===== src/rtl/alu_arbiter_if.sv =====
// alu_arbiter_if
//   Request/response bundle between two requesters and the ALU arbiter.
//   master : requester side (drives reqN_valid/oc/a/b and rspN_ready)
//   slave  : arbiter side   (drives reqN_ready, rspN_valid, rsp_data, rsp_err)
//   Signals:
//     reqN_valid/ready  request handshake for port N (N = 0, 1)
//     reqN_oc/a/b       opcode and operands for port N
//     rspN_valid/ready  response handshake for port N
//     rsp_data/rsp_err  shared result and divide-by-zero flag
interface alu_arbiter_if #(
  parameter int DATA_WIDTH = 16
);
  logic                  req0_valid;
  logic                  req0_ready;
  logic [2:0]            req0_oc;
  logic [DATA_WIDTH-1:0] req0_a;
  logic [DATA_WIDTH-1:0] req0_b;
  logic                  req1_valid;
  logic                  req1_ready;
  logic [2:0]            req1_oc;
  logic [DATA_WIDTH-1:0] req1_a;
  logic [DATA_WIDTH-1:0] req1_b;
  logic                  rsp0_valid;
  logic                  rsp0_ready;
  logic                  rsp1_valid;
  logic                  rsp1_ready;
  logic [DATA_WIDTH-1:0] rsp_data;
  logic                  rsp_err;

  modport master (
    output req0_valid, req0_oc, req0_a, req0_b,
    output req1_valid, req1_oc, req1_a, req1_b,
    output rsp0_ready, rsp1_ready,
    input  req0_ready, req1_ready, rsp0_valid, rsp1_valid, rsp_data, rsp_err
  );

  modport slave (
    input  req0_valid, req0_oc, req0_a, req0_b,
    input  req1_valid, req1_oc, req1_a, req1_b,
    input  rsp0_ready, rsp1_ready,
    output req0_ready, req1_ready, rsp0_valid, rsp1_valid, rsp_data, rsp_err
  );
endinterface


===== src/rtl/alu_arbiter.sv =====
// alu_arbiter
//   Shares one external combinational ALU between two requesters. Round-robin
//   arbitration in IDLE, one EXEC cycle driving the ALU from latched operands,
//   then the registered result is offered to the granted port in RESP until it
//   is consumed.
//   Ports:
//     clk, rst_n         clock (rising edge), asynchronous active-low reset
//     bus                request/response bundle (slave side)
//     alu_oc/alu_a/alu_b operands to the external ALU (from operand registers)
//     alu_f              result from the external ALU
module alu_arbiter #(
  parameter int DATA_WIDTH = 16
) (
  input  logic                  clk,
  input  logic                  rst_n,
  alu_arbiter_if.slave          bus,
  output logic [2:0]            alu_oc,
  output logic [DATA_WIDTH-1:0] alu_a,
  output logic [DATA_WIDTH-1:0] alu_b,
  input  logic [DATA_WIDTH-1:0] alu_f
);

  localparam logic [2:0] OC_DIV = 3'd3;

  typedef enum logic [1:0] {
    IDLE = 2'd0,
    EXEC = 2'd1,
    RESP = 2'd2
  } state_t;

  state_t                state_reg;
  state_t                state_next;
  logic                  ptr_reg;        // port favoured when both request
  logic                  gnt_reg;        // port owning the in-flight op
  logic [2:0]            oc_reg;
  logic [DATA_WIDTH-1:0] a_reg;
  logic [DATA_WIDTH-1:0] b_reg;
  logic [DATA_WIDTH-1:0] rsp_data_reg;
  logic                  rsp_err_reg;

  logic any_valid;
  logic grant;
  logic accept;
  logic rsp_ready_sel;
  logic div_zero;

  assign any_valid = bus.req0_valid | bus.req1_valid;
  // Pointer only matters under contention; otherwise the lone requester wins.
  assign grant     = (bus.req0_valid & bus.req1_valid) ? ptr_reg : bus.req1_valid;
  assign accept    = (state_reg == IDLE) & any_valid;
  // Ready from the port that does not own the response is ignored.
  assign rsp_ready_sel = gnt_reg ? bus.rsp1_ready : bus.rsp0_ready;
  assign div_zero  = (oc_reg == OC_DIV) && (b_reg == '0);

  // State register
  always_ff @(posedge clk or negedge rst_n) begin
    if (!rst_n) begin
      state_reg <= IDLE;
    end else begin
      state_reg <= state_next;
    end
  end

  // Next-state logic
  always_comb begin
    state_next = state_reg;
    case (state_reg)
      IDLE:    if (any_valid) state_next = EXEC;
      EXEC:    state_next = RESP;
      RESP:    if (rsp_ready_sel) state_next = IDLE;
      default: state_next = IDLE;
    endcase
  end

  // Handshake outputs; ready is also held low while reset is asserted.
  always_comb begin
    bus.req0_ready = rst_n & accept & ~grant;
    bus.req1_ready = rst_n & accept & grant;
    bus.rsp0_valid = (state_reg == RESP) & ~gnt_reg;
    bus.rsp1_valid = (state_reg == RESP) & gnt_reg;
  end

  // Operand capture, grant bookkeeping and round-robin pointer
  always_ff @(posedge clk or negedge rst_n) begin
    if (!rst_n) begin
      ptr_reg <= 1'b0;
      gnt_reg <= 1'b0;
      oc_reg  <= '0;
      a_reg   <= '0;
      b_reg   <= '0;
    end else begin
      if (accept) begin
        gnt_reg <= grant;
        oc_reg  <= grant ? bus.req1_oc : bus.req0_oc;
        a_reg   <= grant ? bus.req1_a  : bus.req0_a;
        b_reg   <= grant ? bus.req1_b  : bus.req0_b;
      end
      if ((state_reg == RESP) && rsp_ready_sel) begin
        ptr_reg <= ~gnt_reg;
      end
    end
  end

  // Result capture at the end of EXEC; held stable through RESP.
  always_ff @(posedge clk or negedge rst_n) begin
    if (!rst_n) begin
      rsp_data_reg <= '0;
      rsp_err_reg  <= 1'b0;
    end else if (state_reg == EXEC) begin
      // A zero divisor always reports data 0, whatever the ALU drives.
      rsp_data_reg <= div_zero ? '0 : alu_f;
      rsp_err_reg  <= div_zero;
    end
  end

  assign bus.rsp_data = rsp_data_reg;
  assign bus.rsp_err  = rsp_err_reg;
  assign alu_oc       = oc_reg;
  assign alu_a        = a_reg;
  assign alu_b        = b_reg;

endmodule


===== src/flat_wrapper.sv =====
// flat-port wrapper written by rule: the top's interface ports become plain ports
module alu_arbiter_flat 
#(
  parameter int DATA_WIDTH = 16
)
  (clk, rst_n, alu_oc, alu_a, alu_b, alu_f, bus_req0_valid, bus_req0_oc, bus_req0_a, bus_req0_b, bus_req1_valid, bus_req1_oc, bus_req1_a, bus_req1_b, bus_rsp0_ready, bus_rsp1_ready, bus_req0_ready, bus_req1_ready, bus_rsp0_valid, bus_rsp1_valid, bus_rsp_data, bus_rsp_err);
  alu_arbiter_if #(.DATA_WIDTH(DATA_WIDTH)) bus_i ();
  input  logic clk;
  input  logic rst_n;
  output logic [2:0] alu_oc;
  output logic [DATA_WIDTH-1:0] alu_a;
  output logic [DATA_WIDTH-1:0] alu_b;
  input  logic [DATA_WIDTH-1:0] alu_f;
  input wire logic [$bits(bus_i.req0_valid)-1:0] bus_req0_valid;
  input wire logic [$bits(bus_i.req0_oc)-1:0] bus_req0_oc;
  input wire logic [$bits(bus_i.req0_a)-1:0] bus_req0_a;
  input wire logic [$bits(bus_i.req0_b)-1:0] bus_req0_b;
  input wire logic [$bits(bus_i.req1_valid)-1:0] bus_req1_valid;
  input wire logic [$bits(bus_i.req1_oc)-1:0] bus_req1_oc;
  input wire logic [$bits(bus_i.req1_a)-1:0] bus_req1_a;
  input wire logic [$bits(bus_i.req1_b)-1:0] bus_req1_b;
  input wire logic [$bits(bus_i.rsp0_ready)-1:0] bus_rsp0_ready;
  input wire logic [$bits(bus_i.rsp1_ready)-1:0] bus_rsp1_ready;
  output wire logic [$bits(bus_i.req0_ready)-1:0] bus_req0_ready;
  output wire logic [$bits(bus_i.req1_ready)-1:0] bus_req1_ready;
  output wire logic [$bits(bus_i.rsp0_valid)-1:0] bus_rsp0_valid;
  output wire logic [$bits(bus_i.rsp1_valid)-1:0] bus_rsp1_valid;
  output wire logic [$bits(bus_i.rsp_data)-1:0] bus_rsp_data;
  output wire logic [$bits(bus_i.rsp_err)-1:0] bus_rsp_err;
  assign bus_i.req0_valid = bus_req0_valid;
  assign bus_i.req0_oc = bus_req0_oc;
  assign bus_i.req0_a = bus_req0_a;
  assign bus_i.req0_b = bus_req0_b;
  assign bus_i.req1_valid = bus_req1_valid;
  assign bus_i.req1_oc = bus_req1_oc;
  assign bus_i.req1_a = bus_req1_a;
  assign bus_i.req1_b = bus_req1_b;
  assign bus_i.rsp0_ready = bus_rsp0_ready;
  assign bus_i.rsp1_ready = bus_rsp1_ready;
  assign bus_req0_ready = bus_i.req0_ready;
  assign bus_req1_ready = bus_i.req1_ready;
  assign bus_rsp0_valid = bus_i.rsp0_valid;
  assign bus_rsp1_valid = bus_i.rsp1_valid;
  assign bus_rsp_data = bus_i.rsp_data;
  assign bus_rsp_err = bus_i.rsp_err;
  alu_arbiter #(.DATA_WIDTH(DATA_WIDTH)) u_core (.clk(clk), .rst_n(rst_n), .bus(bus_i), .alu_oc(alu_oc), .alu_a(alu_a), .alu_b(alu_b), .alu_f(alu_f));
endmodule

===== config.mk =====
export PLATFORM = sky130hd
export DESIGN_NAME = alu_arbiter_flat
export DESIGN_NICKNAME = d
export VERILOG_FILES = /design/src/rtl/alu_arbiter_if.sv /design/src/rtl/alu_arbiter.sv /design/src/flat_wrapper.sv
export SDC_FILE = /design/constraint.sdc
export NUM_CORES = 1
export LEC_CHECK = 0
export CAP_MARGIN = 15
export CORE_MARGIN = 10
export CORE_UTILIZATION = 43
export CTS_CLUSTER_SIZE = 16
export DETAILED_ROUTE_END_ITERATION = 8
export HOLD_SLACK_MARGIN = 0.02
export PLACE_DENSITY = 0.88
export SYNTH_ARGS = -nofsm -noshare
export SYNTH_HDL_FRONTEND = slang
export SYNTH_SLANG_ARGS = --single-unit

===== constraint.sdc =====
create_clock -name clk -period 2.2 [get_ports clk]
set_clock_uncertainty 0.1 [all_clocks]
set_input_delay 0.33 -clock clk [delete_from_list [all_inputs] [get_ports clk]]
set_output_delay 0.33 -clock clk [all_outputs]
set_load 0.01 [all_outputs]

==> results <==
worst max-delay path: stages, from the launching register on:
cell and delay [ns]:
dfrtp_1 0.45, nand2b_1 0.20, nor2_1 0.09, clkdlybuf4s50_1 0.54
through the flow:
| step | setup slack (ns) | hold WS [ns] |
|---|---|---|
| floorplan | 0.5952 | -0.06559 |
| global route | 0.1219 | 0.1553 |
| finish | 0.1862 | 0.09059 |
| global placement | -0.1480 | 0.3917 |
| detailed placement | -0.1745 | 0.3942 |
| CTS | 0.008711 | 0.1147 |
worst max path at each step:
| stage | start | end | slack [ns] |
|---|---|---|---|
| global placement | bus_req1_valid | bus_req1_ready | -0.15 |
| detailed placement | bus_req1_valid | bus_req1_ready | -0.17 |
| floorplan | u_core.state_reg[0] | bus_req1_ready | 0.60 |
| CTS | bus_req0_valid | bus_req1_ready | 0.009 |
| finish | u_core.state_reg[0] | bus_rsp0_valid | 0.19 |
| global route | u_core.state_reg[0] | bus_rsp0_valid | 0.12 |
power groups by stage:
stage | clock network, W | registers (W) | logic [W]
after CTS | 0.000590 | 0.00192 | 0.00293
final | 0.000572 | 0.00191 | 0.00288
after global placement | 0 | 0.00190 | 0.00284
after global routing | 0.000619 | 0.00198 | 0.00314
after floorplan | 0 | 0.00210 | 0.00126
after detailed placement | 0 | 0.00193 | 0.00292
metal layers:
metal / part of all wire / wire (um)
met2: 0.49 / 4841
met1: 0.40 / 3932
met4: 0.011 / 112
met3: 0.11 / 1051
met5: 0 / 0
synth_stat cells:
| cell | instances | area (sq um) |
|---|---|---|
| buf_6 | 7 | 78.83 |
| and2b_1 | 1 | 7.510 |
| nand3b_1 | 35 | 262.8 |
| nor3_1 | 1 | 5.000 |
| buf_1 | 1 | 3.750 |
| dfrtp_1 | 56 | 1401 |
| a22o_1 | 2 | 17.52 |
| inv_4 | 1 | 6.260 |
| nand2_4 | 1 | 11.26 |
| mux2i_1 | 16 | 160.2 |
| and3_1 | 2 | 12.51 |
| nor4_4 | 1 | 21.27 |
| clkbuf_1 | 12 | 45.04 |
| a31oi_1 | 36 | 225.2 |
| a21oi_1 | 46 | 230.2 |
| inv_1 | 3 | 11.26 |
| nor2_1 | 4 | 15.01 |
| nand2b_4 | 1 | 13.76 |
| nor4b_1 | 1 | 8.760 |
| nor4_1 | 2 | 12.51 |
| and4_1 | 1 | 8.760 |
| or2_1 | 1 | 6.260 |
| nor3b_1 | 1 | 7.510 |
| nand2b_1 | 2 | 12.51 |
| buf_4 | 3 | 22.52 |
| o21ai_0 | 38 | 190.2 |
| buf_2 | 7 | 35.03 |
| a21oi_2 | 6 | 52.55 |
cell usage in the layout, fill, tap and decap left out, types with 2 or more instances in the layout:
| cell type | n |
|---|---|
| nor2_2 | 2 |
| a31oi_1 | 36 |
| inv_1 | 2 |
| a21oi_2 | 6 |
| and3_1 | 2 |
| a22o_1 | 2 |
| a21oi_1 | 46 |
| dfrtp_1 | 56 |
| nor4_1 | 2 |
| diode_2 | 2 |
| o21ai_0 | 38 |
| clkinvlp_4 | 2 |
| buf_4 | 10 |
| nand3b_1 | 35 |
| nor2_1 | 2 |
| clkbuf_8 | 5 |
| dlygate4sd2_1 | 2 |
| clkdlybuf4s50_1 | 143 |
| mux2i_1 | 16 |
| nand2b_1 | 2 |
area by class of cell:
class,count,share of cell area
diodes,2,0.001127
inverters,4,0.003945
multi-input cells,198,0.2897
clock inverters,3,0.005354
flip-flops and latches,56,0.3156
well taps,77,0.02170
repair buffers,157,0.3471
clock buffers,5,0.01550
logic make-up (layout without fill, tap and decap cells):
logic type | after synthesis | after routing | share of synthesized area
other | 0 | 2 | 0
AND/OR/NAND/NOR | 54 | 54 | 0.1405
flip-flops | 56 | 56 | 0.4857
buffers and inverters | 34 | 169 | 0.07025
multiplexers | 16 | 16 | 0.05551
AO/OA/AOI/OAI | 128 | 128 | 0.2480
timing repair:
item                       CTS  global route
hold endpoints to repair     0             0
hold buffers                 0             0
setup endpoints to repair    2             1
gates resized for setup      4             1
==> flow_summary_export.csv <==
group,metric,value,unit
global_routing,use_met2,0.3196,
timing,worst_pin_slew,0.6975,ns
setup_path,critPathLaunchType,"flop",
global_routing,grt-busiest-layer,"met2",
setup_path,cp_max_fo,4,
cells_and_area,final_area,4441,sq um
route,drc,0,
route,drtIter0Drc,128,
place,port_buffers,147,
synth,ys_seq_area_frac,0.4857,
global_routing,grt_pass1_wl,15.32,mm
run_status,status,"completed",
synth,yosys.cell_types.count,28,
place,place_inst,492,
floorplanning,start_util,0.4492,
pwr,p_switching,0.002067,W
timing,finalCriticalPeriod,2.014,ns
cells_and_area,area_growth_syn_to_layout,53.90,%
clocking,clock_path_buffers,2,
setup_path,path_class,"flop to primary output",
route,vias_per_cell,5.673,
setup_path,r2r_cells,4,
place,place_area,4340,sq um
cells_and_area,ff_latch_area,1401,sq um
setup_path,worstPathRequired,1.77,ns
cells_and_area,fin_nets,514,
route,num_vias,2848,
pwr,sw_frac_of_total,0.3853,
worst_hold_path,min_path_type,"input pin to asynchronous set/reset pin",
setup_path,rrSetupSlack,0.55,ns
floorplanning,die_width,101.9,um
setup_path,cp.arrival,1.58,ns
route,drt_wl_total,9.938,mm
clocking,clk_pin_slew_worst_paths,0.11,ns
synth,syn_area_per_cell,10.02,sq um
timing,setup_tns,0,ns
clocking,cts_made_buffers,5,
timing,maxSlewViolCount,0,
clocking,post_cts_buffers,0,
pwr,power_density,1208,nW/um^2
clocking,clk_latency,0.31,ns
cells_and_area,stdcell_count,502,
timing,slew_headroom,0.5350,
pwr,power.total,0.005365,W
cells_and_area,drive_above_1_share,0.07565,
synth,syn_inst,288,
setup_path,endpoint_kind,"primary output",
floorplanning,die_height,101.9,um
setup_path,rr_startpoint,"u_core.ptr_reg",
timing,rsz0062_at_grt,"false",
route,avgRoutedWirePerCell,19.80,um
clocking,h-tree-depth,2,
flow_run,maxCapViolations,0,
route,drt_pass1_iterations,5,
synth,synth_seq_cells,56,
timing,setup_viol,0,
pwr,p_int,0.003298,W
route,antenna_left,0,
floorplanning,num_io_pins,148,
pwr,clkPwrFrac,0.107,
clocking,cts_tree,"built",
cells_and_area,multiInputGateArea,1286,sq um
clocking,cts_root_buffer,"clkbuf_8",
pwr,p_leak,1.773,nW
floorplanning,rows,29,
floorplanning,die_area,10390,sq um
pwr,vdd_drop_max,0.0006871,V
clocking,clock-sinks,56,
global_routing,antenna_found_initial,2,
global_routing,globalRouteMet1Util,0.2093,
timing,final-hold-violation-count,0,
cells_and_area,fillers,520,
cells_and_area,final_util,0.6914,
synth,syn_area,2885,sq um
synth,syn_nets,380,
place,dpl.hpwl,7.448,mm
global_routing,grt_use_total,0.1833,
setup_path,rr_endpoint,"u_core.alu_b[10]",
timing,max_freq,496.6,MHz
synth,synth_warnings,0,
pwr,p_comb_frac,0.537,
global_routing,globalRouteOverflowTotal,0,
pwr,seq_power_share,0.357,
place,gp_congestion,0.7909,
global_routing,grt_max_degree,71,
global_routing,grtUsageMet3,0.07220,
timing,period_share,0.9154,
floorplanning,core,6422,sq um
global_routing,grt_pass1_vias,2825,
Note: power is estimated with default switching activity, not from simulation.
